$ cat src/rtl/bv_select.sv
// Selects one set bit of a vector (lowest, or round-robin from rr_ptr) and
// returns its index, a found flag and the vector with that bit cleared.
module bv_select #(
  parameter int BIT_VEC_SIZE = 128,
  parameter int IDX_WIDTH    = $clog2(BIT_VEC_SIZE),
  parameter int CHUNK        = 8
) (
  input  logic                    clk,
  input  logic                    rst,
  input  logic [BIT_VEC_SIZE-1:0] in_vec,
  input  logic                    valid_in,
  input  logic                    mode,
  input  logic                    ptr_load,
  input  logic [IDX_WIDTH-1:0]    ptr_value,
  output logic [IDX_WIDTH-1:0]    out_idx,
  output logic                    out_found,
  output logic [BIT_VEC_SIZE-1:0] out_vec,
  output logic                    valid_out,
  output logic [IDX_WIDTH-1:0]    rr_ptr
);

  localparam int NCHUNK = BIT_VEC_SIZE / CHUNK;

  // Two-level priority encode: first non-zero chunk from the summary, then
  // the first set bit inside that chunk.
  function automatic logic [IDX_WIDTH-1:0] pick_lowest(
    input logic [BIT_VEC_SIZE-1:0] v,
    input logic [NCHUNK-1:0]       s
  );
    logic [CHUNK-1:0] w;
    int ci;
    int bi;
    ci = 0;
    bi = 0;
    w  = v[CHUNK-1:0];
    for (int i = NCHUNK - 1; i >= 0; i--) begin
      if (s[i]) begin
        ci = i;
        w  = v[i*CHUNK +: CHUNK];
      end
    end
    for (int j = CHUNK - 1; j >= 0; j--) begin
      if (w[j]) bi = j;
    end
    return IDX_WIDTH'(ci * CHUNK + bi);
  endfunction

  function automatic logic [NCHUNK-1:0] chunk_summary(
    input logic [BIT_VEC_SIZE-1:0] v
  );
    logic [NCHUNK-1:0] s;
    for (int i = 0; i < NCHUNK; i++) s[i] = |v[i*CHUNK +: CHUNK];
    return s;
  endfunction

  // ---- stage 1: capture vector, mode and pointer-independent summary ----
  logic [BIT_VEC_SIZE-1:0] vec_p1;
  logic [NCHUNK-1:0]       sum_p1;
  logic                    mode_p1;
  logic                    vld_p1;

  always_ff @(posedge clk) begin
    if (rst) vld_p1 <= 1'b0;
    else     vld_p1 <= valid_in;
    vec_p1  <= in_vec;
    sum_p1  <= chunk_summary(in_vec);
    mode_p1 <= mode;
  end

  // ---- stage 2: pointer-relative selection and result registers ----
  logic [BIT_VEC_SIZE-1:0] hi_vec;
  logic [NCHUNK-1:0]       hi_sum;
  logic                    found;
  logic [IDX_WIDTH-1:0]    sel_idx;
  logic [BIT_VEC_SIZE-1:0] sel_oh;

  always_comb begin
    hi_vec = vec_p1 & ({BIT_VEC_SIZE{1'b1}} << rr_ptr);
    hi_sum = chunk_summary(hi_vec);
    found  = |sum_p1;
    // Round-robin falls back to the global lowest bit when nothing sits at or above the pointer.
    if (mode_p1 && (|hi_sum)) sel_idx = pick_lowest(hi_vec, hi_sum);
    else                      sel_idx = pick_lowest(vec_p1, sum_p1);
    sel_oh = found ? (BIT_VEC_SIZE'(1) << sel_idx) : '0;
  end

  always_ff @(posedge clk) begin
    if (rst) begin
      valid_out <= 1'b0;
      out_found <= 1'b0;
      out_idx   <= '0;
      out_vec   <= '0;
      rr_ptr    <= '0;
    end else begin
      valid_out <= vld_p1;
      if (vld_p1) begin
        out_found <= found;
        out_idx   <= sel_idx;
        out_vec   <= vec_p1 & ~sel_oh;
      end
      if (ptr_load)
        rr_ptr <= ptr_value;
      else if (vld_p1 && mode_p1 && found)
        rr_ptr <= sel_idx + 1'b1;
    end
  end

endmodule
$ cat config.mk
export PLATFORM = sky130hd
export DESIGN_NAME = bv_select
export DESIGN_NICKNAME = d
export VERILOG_FILES = /design/src/rtl/bv_select.sv
export SDC_FILE = /design/constraint.sdc
export NUM_CORES = 1
export LEC_CHECK = 0
export CORE_MARGIN = 5
export CORE_UTILIZATION = 35
export CTS_CLUSTER_SIZE = 25
export DETAILED_ROUTE_END_ITERATION = 8
export SYNTH_ARGS = -nofsm -noshare
export SYNTH_HDL_FRONTEND = slang
export SYNTH_SLANG_ARGS = --single-unit
export TNS_END_PERCENT = 5
$ cat constraint.sdc
create_clock -name clk -period 8.3 [get_ports clk]
set_clock_uncertainty 0.2 [all_clocks]
set_input_delay 1.66 -clock clk [delete_from_list [all_inputs] [get_ports clk]]
set_output_delay 1.66 -clock clk [all_outputs]
set_load 0.1 [all_outputs]
==> results.md, run 1 <==
* Status: completed
* Primary FF master, synth: dfxtp_1
* Final Setup Violations at 0
* Top area cells in the synthesized netlist: dfxtp_1 37%, a21oi_1 5.5%, nand2_1 4.0%
* DRC at 0
* Pwr dens at 201 nW/µm²
* Asr flop ratio synth at 0%
* Critical path class: register to register
* Average wire per cell in the routed design at 33.3 µm
* Syn nets at 2015
* DRT Pass-1 Iters at 6
* Die width at 221 µm
* Crit. End Element: register
* Reg-to-reg setup timing slack at 1.18 ns
* Relative slew slack at 19.1%
* Total clock sinks at 290
* Post-synth EDFFs at 0
* Die area at 49100 µm²
* Number of global-route vias before repair at 17000
* Initial Util at 35.4%
* Static Leak at 6.88 nW
* Actual slew at the worst max-slew pin at 1.21 ns
* Hold Path Depth at 2
* CP max FO at 23
* FP Rows at 77
* Pins Over Slew Limit at 0
* Sequential share of the synthesized area at 37.1%
* Post-CTS Setup Bufs at 0
* CTS clk-pin slew, worst paths at 0.07 ns
* # hold bufs at CTS at 0
* Unique cell type count in the Yosys netlist at 104
* CORE AREA at 44200 µm²
* Ratio of cells with drive above 1 in the final layout at 9.54%
* Post-CTS Resized at 0
* Initial antenna violation count at 7
* CTS tree: done
* Detailed Route Iter0 Violations at 2402
* Layout Cell Area excl Fill at 20000 µm²
* Critical R2R Launch: rr_ptr[1]$_SDFFE_PP0P_
* Routability Congestion at 1.05
* CTS Buf Count at 31
* Largest area contributor in the netlist: dfxtp_1
* Min-Delay Startpoint: out_vec[121]$_SDFFE_PP0P_
* Fin. Hold Viols at 0
* R2R Path End: out_vec[14]$_SDFFE_PP0P_
* H-tree depth at 1
* Vias at 17600
* Worst Hold Class: register to register
* Ys Warns at 0
* Synth Instances at 1873
* Final WL at 90700 µm
* Final min period at 7.12 ns
* Longest Clk Path Bufs at 3
* RSZ-0062 raised after global routing: false
* First-pass GRT wire length at 127000 µm
* Worst Path Arrival at 7.34 ns
* Commonest cells post-synth: 290 x dfxtp_1, 172 x a21oi_1, 167 x nand2_1
* # fillers at 4342
* Worst Hold End: out_vec[121]$_SDFFE_PP0P_
* Total GRT Usage at 34.8%
* Post-DP Area at 19000 µm²
* Max_cap viols at 0
* Io pins at 284
* Synthesized area at 15700 µm²
* Average via count per standard cell at 6.46
* Die H at 221 µm
* VDD IR-drop max at 0.144 mV
* Synthesized area per cell at 8.36 µm²
* Synthesis-stage register bit count at 290
* DP HPWL at 71400 µm
* Dominant cell by count in the synthesized netlist: dfxtp_1
* Peak Freq at 141 MHz
* WP data required at 8.53 ns
* Layout area overhead at 27.9%
* PortBufs at 283
* Gr ovfl total at 0
* Post-Route Setup TNS at 0 ns
* R2R cell count at 14
* Layout Nets at 2246
* Period utilization at 85.7%
* Largest net degree at the start of global routing at 98
* Worst-Skew Late Latency at 0.59 ns
* Post-synth top area share at 37.1%
* ANT nets after route at 0
* Startpoint class of the critical path: register
* Root Buffer: clkbuf_16
==> placed cells by master (no fill, tap or decap), types with 7 or more instances in the layout <==
cell and instances:
or3_1 15, mux2i_1 49, nor4_1 54, inv_1 29, clkdlybuf4s50_1 282, o21a_1 13, a221oi_1 10, a21o_1 13
nor2b_1 24, nand2b_1 85, nor3b_1 20, o2111ai_1 16, a211oi_1 44, o211a_1 8, nand2_1 167, or3b_2 11
and2_1 19, a21boi_0 7, o22ai_1 13, o221ai_1 9, a22oi_1 12, o31ai_2 16, o211ai_1 62, o311ai_1 14
a221o_1 9, nand4_1 14, buf_4 53, and3_1 13, o31ai_1 22, nand3_1 50, o21ai_0 106, a22o_1 9
a21oi_1 172, a211o_1 8, clkbuf_16 31, o41ai_1 18, nor2_1 107, a31oi_1 27, dfxtp_1 289, nor3_1 26
==> layout make-up <==
type	instances	area [µm²]	area share (%)
Multi-Input combinational cell	1410	9050	45.2
Sequential cell	290	5810	29.0
Timing Repair Buffer	336	3230	16.1
Clock buffer	34	807	4.03
Tap cell	592	741	3.70
Clock inverter	23	235	1.18
Inverter	35	131	0.656
Antenna cell	2	5.00	0.0250
==> cell families after synthesis <==
group	synth area share (%)
DFF	37.1
buffers and inverters	5.17
adders and majority gates	0.416
muxes	3.21
AOI/OAI and AO/OA	31.4
and+or+nand+nor	22.7
==> routing by layer <==
| metal | up-vias | wire length [µm] | track usage (%) |
|---|---|---|---|
| li1 | 7591 | - | - |
| met1 | 8618 | 36700 | 46.2 |
| met2 | 1110 | 39200 | 53.7 |
| met3 | 263 | 10200 | 10.3 |
| met4 | 4 | 4480 | 13.4 |
| met5 | - | 31 | 0 |
==> metrics by stage <==
step                      power [mW]  hold slack [ns]  cells  setup WS (ns)  utilization (%)
final                           4.03            0.266   2722           1.18             45.3
after CTS                       4.02            0.268   2720           1.56             45.3
after global placement          2.63            0.255   2663           1.48             42.9
after global routing            4.15            0.292   2720           1.14             45.3
after detailed placement        2.62            0.258   2663           1.57             42.9
after floorplan                 2.21            0.256   1873           3.37                -
==> sequential cells by signal, summed over array words and instances, names as in the netlist <==
name,count
out_vec,128
vec_p1,128
sum_p1,16
out_idx,7
rr_ptr,7
mode_p1,1
out_found,1
valid_out,1
vld_p1,1
==> worst max-delay path: stages (launching register included) <==
cell and delay (ns):
dfxtp_1 1.04, a21oi_1 0.59, buf_4 0.34, o21ai_0 0.46, nand4_1 0.38, o31ai_1 0.47
nand2_1 0.34, or3_1 0.56, o21ai_4 0.28, nand2b_1 0.11, o32ai_2 0.17, inv_1 0.34
a21oi_1 0.67, and4_1 0.80, a211oi_1 0.17
==> how the worst max path moves through the flow <==
stage | start | endpoint | slack, ns | cells after the start
2_1_floorplan | rr_ptr[3]$_SDFFE_PP0P_ | out_vec[3]$_SDFFE_PP0P_ | 3.37 | 20
3_3_place_gp | rr_ptr[2]$_SDFFE_PP0P_ | out_vec[78]$_SDFFE_PP0P_ | 1.48 | 14
3_5_place_dp | rr_ptr[2]$_SDFFE_PP0P_ | out_vec[78]$_SDFFE_PP0P_ | 1.57 | 14
4_1_cts | rr_ptr[2]$_SDFFE_PP0P_ | out_vec[14]$_SDFFE_PP0P_ | 1.56 | 14
5_1_grt | rr_ptr[1]$_SDFFE_PP0P_ | out_vec[14]$_SDFFE_PP0P_ | 1.14 | 14
6_report | rr_ptr[1]$_SDFFE_PP0P_ | out_vec[14]$_SDFFE_PP0P_ | 1.18 | 14
==> power breakdown <==
part / switching (mW) / leakage (nW) / internal, mW
combinational: 0.722 / 3.98 / 0.291
sequential: 0.148 / 2.41 / 1.47
clock: 0.618 / 0.497 / 0.780
total: 1.49 / 6.88 / 2.54
No activity file was read; power rests on OpenSTA's default activity.
==> inputs of run 2 (changes only) <==
==> constraint.sdc (replaced) <==
create_clock -name clk -period 6.1 [get_ports clk]
set_clock_uncertainty 0.2 [all_clocks]
set_input_delay 1.22 -clock clk [delete_from_list [all_inputs] [get_ports clk]]
set_output_delay 1.22 -clock clk [all_outputs]
set_load 0.1 [all_outputs]
==> run 2 against run 1 <==
Against the previous run: maximum frequency up 24%; clock power up 35%; combinational power up 54%; clock-buffer cell count up 2; power up 40%; register-to-register slack worse by 0.84 ns; via count up 4.0%; core utilization up 3.7 points; global-route usage up 0.46 points; final cell count up 7.1%; routed wire length up 1.3%; critical path type unchanged.
==> results.md, run 2 (same netlist as run 1, synthesis figures left out) <==
* Peak Freq at 174 MHz
* CP max FO at 14
* Critical path class: register to register
* WP data required at 6.34 ns
* Average via count per standard cell at 6.28
* Die H at 221 µm
* Placed cells at 2857
* Actual slew at the worst max-slew pin at 1.07 ns
* ANT nets after route at 0
* CORE AREA at 44200 µm²
* Worst Hold Class: register to register
* Pwr dens at 261 nW/µm²
* Static Leak at 7.87 nW
* Largest net degree at the start of global routing at 127
* Worst Path Arrival at 5.99 ns
* Root Buffer: clkbuf_16
* CTS Buf Count at 30
* Ratio of cells with drive above 1 in the final layout at 17.1%
* Crit. End Element: register
* Comb power frac at 27.7%
* Final core occ at 48.9%
* Io pins at 284
* Relative slew slack at 26.6%
* Most frequent cells in the layout: 288 x dfxtp_1, 282 x clkdlybuf4s50_1, 233 x buf_4
* DRT Pass-1 Iters at 6
* Commonest non-fill, non-tap cell in the layout: dfxtp_1
* Initial Util at 35.4%
* Vias at 18300
* Gr ovfl total at 0
* VDD IR-drop max at 0.223 mV
* PortBufs at 283
* RSZ-0062 raised after global routing: false
* Initial antenna violation count at 5
* First-pass GRT wire length at 129000 µm
* Pins Over Slew Limit at 0
* Final WL at 91900 µm
* Pint at 3.60 mW
* Switch share at 36.3%
* DP HPWL at 73400 µm
* Clock Power Share at 33.6%
* FP Rows at 77
* P_sw at 2.05 mW
* Total clock sinks at 290
* CTS clk-pin slew, worst paths at 0.07 ns
* Startpoint class of the critical path: register
* Routability Congestion at 1.03
* CTS tree: done
* Number of global-route vias before repair at 17600
* Non-Filler Instances at 2915
* Fin. Hold Viols at 0
* Average wire per cell in the routed design at 31.5 µm
* Layout area overhead at 38.2%
* Sequential Power Share at 38.7%
* Final min period at 5.75 ns
* Detailed Route Iter0 Violations at 2601
* Die width at 221 µm
* H-tree depth at 1
* Layout Nets at 2439
* Final Setup Violations at 0
* Total GRT Usage at 35.3%
* Period utilization at 94.3%
* Biggest registers after layout: out_vec: 128 flops, vec_p1: 128 flops, sum_p1: 16 flops
* Longest Clk Path Bufs at 3
* DRC at 0
* Worst-Skew Late Latency at 0.61 ns
* Die area at 49100 µm²
* Status: completed
* Max_cap viols at 0
* Total design power at 5.64 mW
[run 2: cell types whose count changed in the layout (fill, tap and decap cells not counted), sizes merged]
cell / previous run / this run
clkinvlp: 6 / 2
buf: 54 / 248
inv: 38 / 34
bufinv: 2 / 3
clkinv: 12 / 16
clkbuf: 34 / 36
[run 2: timing repair]
item / CTS / global route
hold buffers: 0 / 0
setup buffers: 0 / 0
setup endpoints to repair: 0 / 36
resized for setup: 0 / 4
[run 2: power groups by stage]
| stage | registers, mW | logic, mW | clock network [mW] |
|---|---|---|---|
| finish | 2.18 | 1.56 | 1.89 |
| global route | 2.18 | 1.61 | 2.00 |
| CTS | 2.17 | 1.54 | 1.91 |
| detailed placement | 2.21 | 1.53 | 0 |
| global placement | 2.21 | 1.54 | 0 |
| floorplan | 2.48 | 0.529 | 0 |
[run 2: critical path, stage by stage, from the launching register on]
cell and delay (ns):
dfxtp_1 0.69, buf_4 0.31, buf_4 0.19, o21a_1 0.16, o21ai_1 0.17, and2_0 0.35, o31ai_1 0.56, nand2_1 0.27
a32oi_1 0.33, buf_4 0.18, a41oi_1 0.06, nor2_1 0.21, o21ai_0 0.13, buf_4 0.16, o221ai_2 0.39, nand2_1 0.17
a21oi_1 0.24, ha_1 0.21, nand2_1 0.23, o211ai_1 0.26, a21oi_1 0.09
[run 2: path summary, 6_finish.rpt]
kind / startpoint / to / depth (start not counted) / slack [ns]
max: rr_ptr[2]$_SDFFE_PP0P_ / out_vec[27]$_SDFFE_PP0P_ / 20 / 0.35
min: out_vec[1]$_SDFFE_PP0P_ / out_vec[1]$_SDFFE_PP0P_ / 2 / 0.27
max reg2reg: rr_ptr[2]$_SDFFE_PP0P_ / out_vec[27]$_SDFFE_PP0P_ / 20 / 0.35
min reg2reg: out_vec[1]$_SDFFE_PP0P_ / out_vec[1]$_SDFFE_PP0P_ / 2 / 0.27
[run 2: layout make-up]
class / instances / area, µm²
Clock inverter: 20 / 216
Clock buffer: 36 / 803
Fill cell: 4324 / 22600
Tap cell: 592 / 741
Multi-Input combinational cell: 1410 / 9060
Antenna cell: 2 / 5.00
Inverter: 35 / 131
Timing Repair Buffer: 530 / 4860
Sequential cell: 290 / 5810
[run 2: layer usage]
metal / global-route usage (%) / vias up / part of all wire (%)
li1: - / 7971 / -
met1: 47.3 / 8951 / 41
met2: 54.6 / 1120 / 44
met3: 9.45 / 245 / 11
met4: 13.5 / 6 / 4.6
met5: 0 / - / 0.056
[run 2: per-stage QoR]
stage / TNS (ns) / hold WS (ns) / setup WS, ns / cell area, µm²
5_1_grt: 0 / 0.295 / 0.0408 / 21600
3_3_place_gp: -0.0787 / 0.258 / -0.0512 / 20600
6_report: 0 / 0.267 / 0.347 / 21600
2_1_floorplan: 0 / 0.256 / 1.17 / 15700
3_5_place_dp: 0 / 0.261 / 0.0729 / 20600
4_1_cts: 0 / 0.269 / 0.0278 / 21600
==> inputs of run 3 (changes only) <==
--- a/config.mk
+++ b/config.mk
@@ -9,6 +9,7 @@
 export CORE_UTILIZATION = 35
 export CTS_CLUSTER_SIZE = 25
 export DETAILED_ROUTE_END_ITERATION = 8
+export PLACE_DENSITY_LB_ADDON = 0.15
 export SYNTH_ARGS = -nofsm -noshare
 export SYNTH_HDL_FRONTEND = slang
 export SYNTH_SLANG_ARGS = --single-unit
==> constraint.sdc (replaced) <==
create_clock -name clk -period 6.7 [get_ports clk]
set_clock_uncertainty 0.2 [all_clocks]
set_input_delay 1.34 -clock clk [delete_from_list [all_inputs] [get_ports clk]]
set_output_delay 1.34 -clock clk [all_outputs]
set_load 0.1 [all_outputs]
==> run 3 against run 2 <==
Against the previous run: sequential cell count unchanged; clock power down 11%; critical path type unchanged; register-to-register slack worse by 0.15 ns; first-iteration DRC count down 2.2%; core utilization is 2.6 points lower.
==> results.md, run 3 (same netlist as run 1, synthesis figures left out) <==
* Status: completed
* Biggest registers after layout: out_vec: 128 flops, vec_p1: 128 flops, sum_p1: 16 flops
* Detailed Route Iter0 Violations at 2544
* Post-CTS Setup Bufs at 0
* Pins Over Slew Limit at 0
* Critical R2R Launch: rr_ptr[6]$_SDFFE_PP0P_
* Static Leak at 7.20 nW
* Post-place setup slack at 0.518 ns
* Average wire per cell in the routed design at 32.1 µm
* Post-DP Area at 19500 µm²
* FP Rows at 77
* Io pins at 284
* Sequential Power Share at 39.9%
* Worst Path Arrival at 6.76 ns
* CTS clk-pin slew, worst paths at 0.06 ns
* Min-Delay Startpoint: out_vec[57]$_SDFFE_PP0P_
* Worst Hold Class: register to register
* Period utilization at 97.0%
* Number of global-route vias before repair at 17100
* Initial Util at 35.4%
* Ratio of cells with drive above 1 in the final layout at 11.7%
* Layout area overhead at 30.9%
* Worst-Skew Late Latency at 0.61 ns
* Die width at 221 µm
* Total design power at 5.01 mW
* Worst Hold End: out_vec[57]$_SDFFE_PP0P_
* PortBufs at 283
* CTS Buf Count at 31
* Gr ovfl total at 0
* Average via count per standard cell at 6.42
* VDD IR-drop max at 0.213 mV
* Longest Clk Path Bufs at 3
* CORE AREA at 44200 µm²
* Clock Power Share at 33.8%
* CTS tree: done
* Root Buffer: clkbuf_16
* Pwr dens at 244 nW/µm²
* # hold bufs at CTS at 0
* Fin. Hold Viols at 0
* R2R cell count at 18
* Critical path class: register to register
* Final Setup Violations at 0
* Layout Cell Area excl Fill at 20500 µm²
* Switch share at 36.6%
* Hold Path Depth at 2
* Die area at 49100 µm²
* Initial antenna violation count at 7
* P_sw at 1.83 mW
* Post-Route Setup TNS at 0 ns
* CP max FO at 26
* R2R Path End: out_vec[0]$_SDFFE_PP0P_
* First-pass GRT wire length at 126000 µm
* H-tree depth at 1
* RSZ-0062 raised after global routing: false
* Peak Freq at 154 MHz
* Relative slew slack at 23.0%
* Crit. End Element: register
* Most frequent cells in the layout: 288 x dfxtp_1, 282 x clkdlybuf4s50_1, 172 x a21oi_1
* Actual slew at the worst max-slew pin at 1.16 ns
* Comb power frac at 26.3%
* Startpoint class of the critical path: register
* Total GRT Usage at 34.2%
* Final min period at 6.50 ns
* Routability Congestion at 1.10
* DRT Pass-1 Iters at 6
* Commonest non-fill, non-tap cell in the layout: dfxtp_1
* Layout Nets at 2308
* DP HPWL at 70100 µm
* Reg-to-reg setup timing slack at 0.20 ns
* WP data required at 6.96 ns
* Post-CTS Resized at 0
* Final WL at 89200 µm
* DRC at 0
* Pint at 3.18 mW
* Max_cap viols at 0
* Post-route setup slack at 0.200 ns
* Total clock sinks at 290
* Die H at 221 µm
* Vias at 17800
* ANT nets after route at 0
* Largest net degree at the start of global routing at 122
==> run 3: cell types whose count changed in the layout (fill, tap and decap cells not counted), sizes merged <==
cell | before | now
clkinvlp | 2 | 0
diode | 2 | 1
inv | 34 | 35
buf | 248 | 116
clkinv | 16 | 10
bufinv | 3 | 1
clkbuf | 36 | 43
==> run 3: worst max path at each step <==
stage,startpoint,end,slack (ns),depth (start not counted)
2_1_floorplan,rr_ptr[3]$_SDFFE_PP0P_,out_vec[3]$_SDFFE_PP0P_,1.77,20
3_3_place_gp,rr_ptr[6]$_SDFFE_PP0P_,out_vec[0]$_SDFFE_PP0P_,0.44,18
3_5_place_dp,rr_ptr[6]$_SDFFE_PP0P_,out_vec[82]$_SDFFE_PP0P_,0.52,18
4_1_cts,rr_ptr[6]$_SDFFE_PP0P_,out_vec[0]$_SDFFE_PP0P_,0.48,18
5_1_grt,rr_ptr[6]$_SDFFE_PP0P_,out_vec[83]$_SDFFE_PP0P_,0.1,19
6_report,rr_ptr[6]$_SDFFE_PP0P_,out_vec[0]$_SDFFE_PP0P_,0.20,18
==> run 3: power groups by stage <==
stage,Combinational (mW),Clock (mW),Sequential (mW)
3_5_place_dp,1.29,0,2.02
6_report,1.32,1.69,2.00
2_1_floorplan,0.482,0,2.26
4_1_cts,1.29,1.72,1.98
3_3_place_gp,1.29,0,2.02
5_1_grt,1.36,1.79,1.99
==> run 3: layer usage <==
layer | up-vias | part of all wire (%) | global-route usage (%)
met5 | - | 0.16 | 0
met4 | 8 | 4.7 | 12.4
met3 | 273 | 11 | 9.29
met2 | 1243 | 43 | 52.3
met1 | 8593 | 41 | 46.5
li1 | 7720 | - | -
==> run 3: area by class of cell <==
cell class / count / area (µm²)
Antenna cell: 1 / 2.50
Clock buffer: 43 / 881
Clock inverter: 11 / 109
Fill cell: 4435 / 23700
Inverter: 35 / 131
Multi-Input combinational cell: 1410 / 9040
Sequential cell: 290 / 5810
Tap cell: 592 / 741
Timing Repair Buffer: 398 / 3770
==> run 3: critical path, stage by stage, from the launching register on <==
cell and delay (ns):
dfxtp_1 0.83, buf_4 0.43, nand2_1 0.09, buf_4 0.23, o21ai_1 0.35, nand3_1 0.25
or4_1 0.70, a21oi_1 0.24, nor4_1 0.07, a2111oi_0 0.62, buf_4 0.25, o21ai_0 0.11
o21ai_0 0.50, o221ai_2 0.28, and2_1 0.22, buf_4 0.17, o41ai_1 0.54, buf_4 0.19
a21oi_1 0.06
==> run 3: through the flow <==
stage                     hold WS (ns)  util, %  instances
after global placement           0.256     44.1       2725
final                            0.266     46.3       2780
after detailed placement         0.259     44.1       2725
after CTS                        0.269     46.3       2779
after global routing             0.284     46.3       2779
after floorplan                  0.256        -       1873
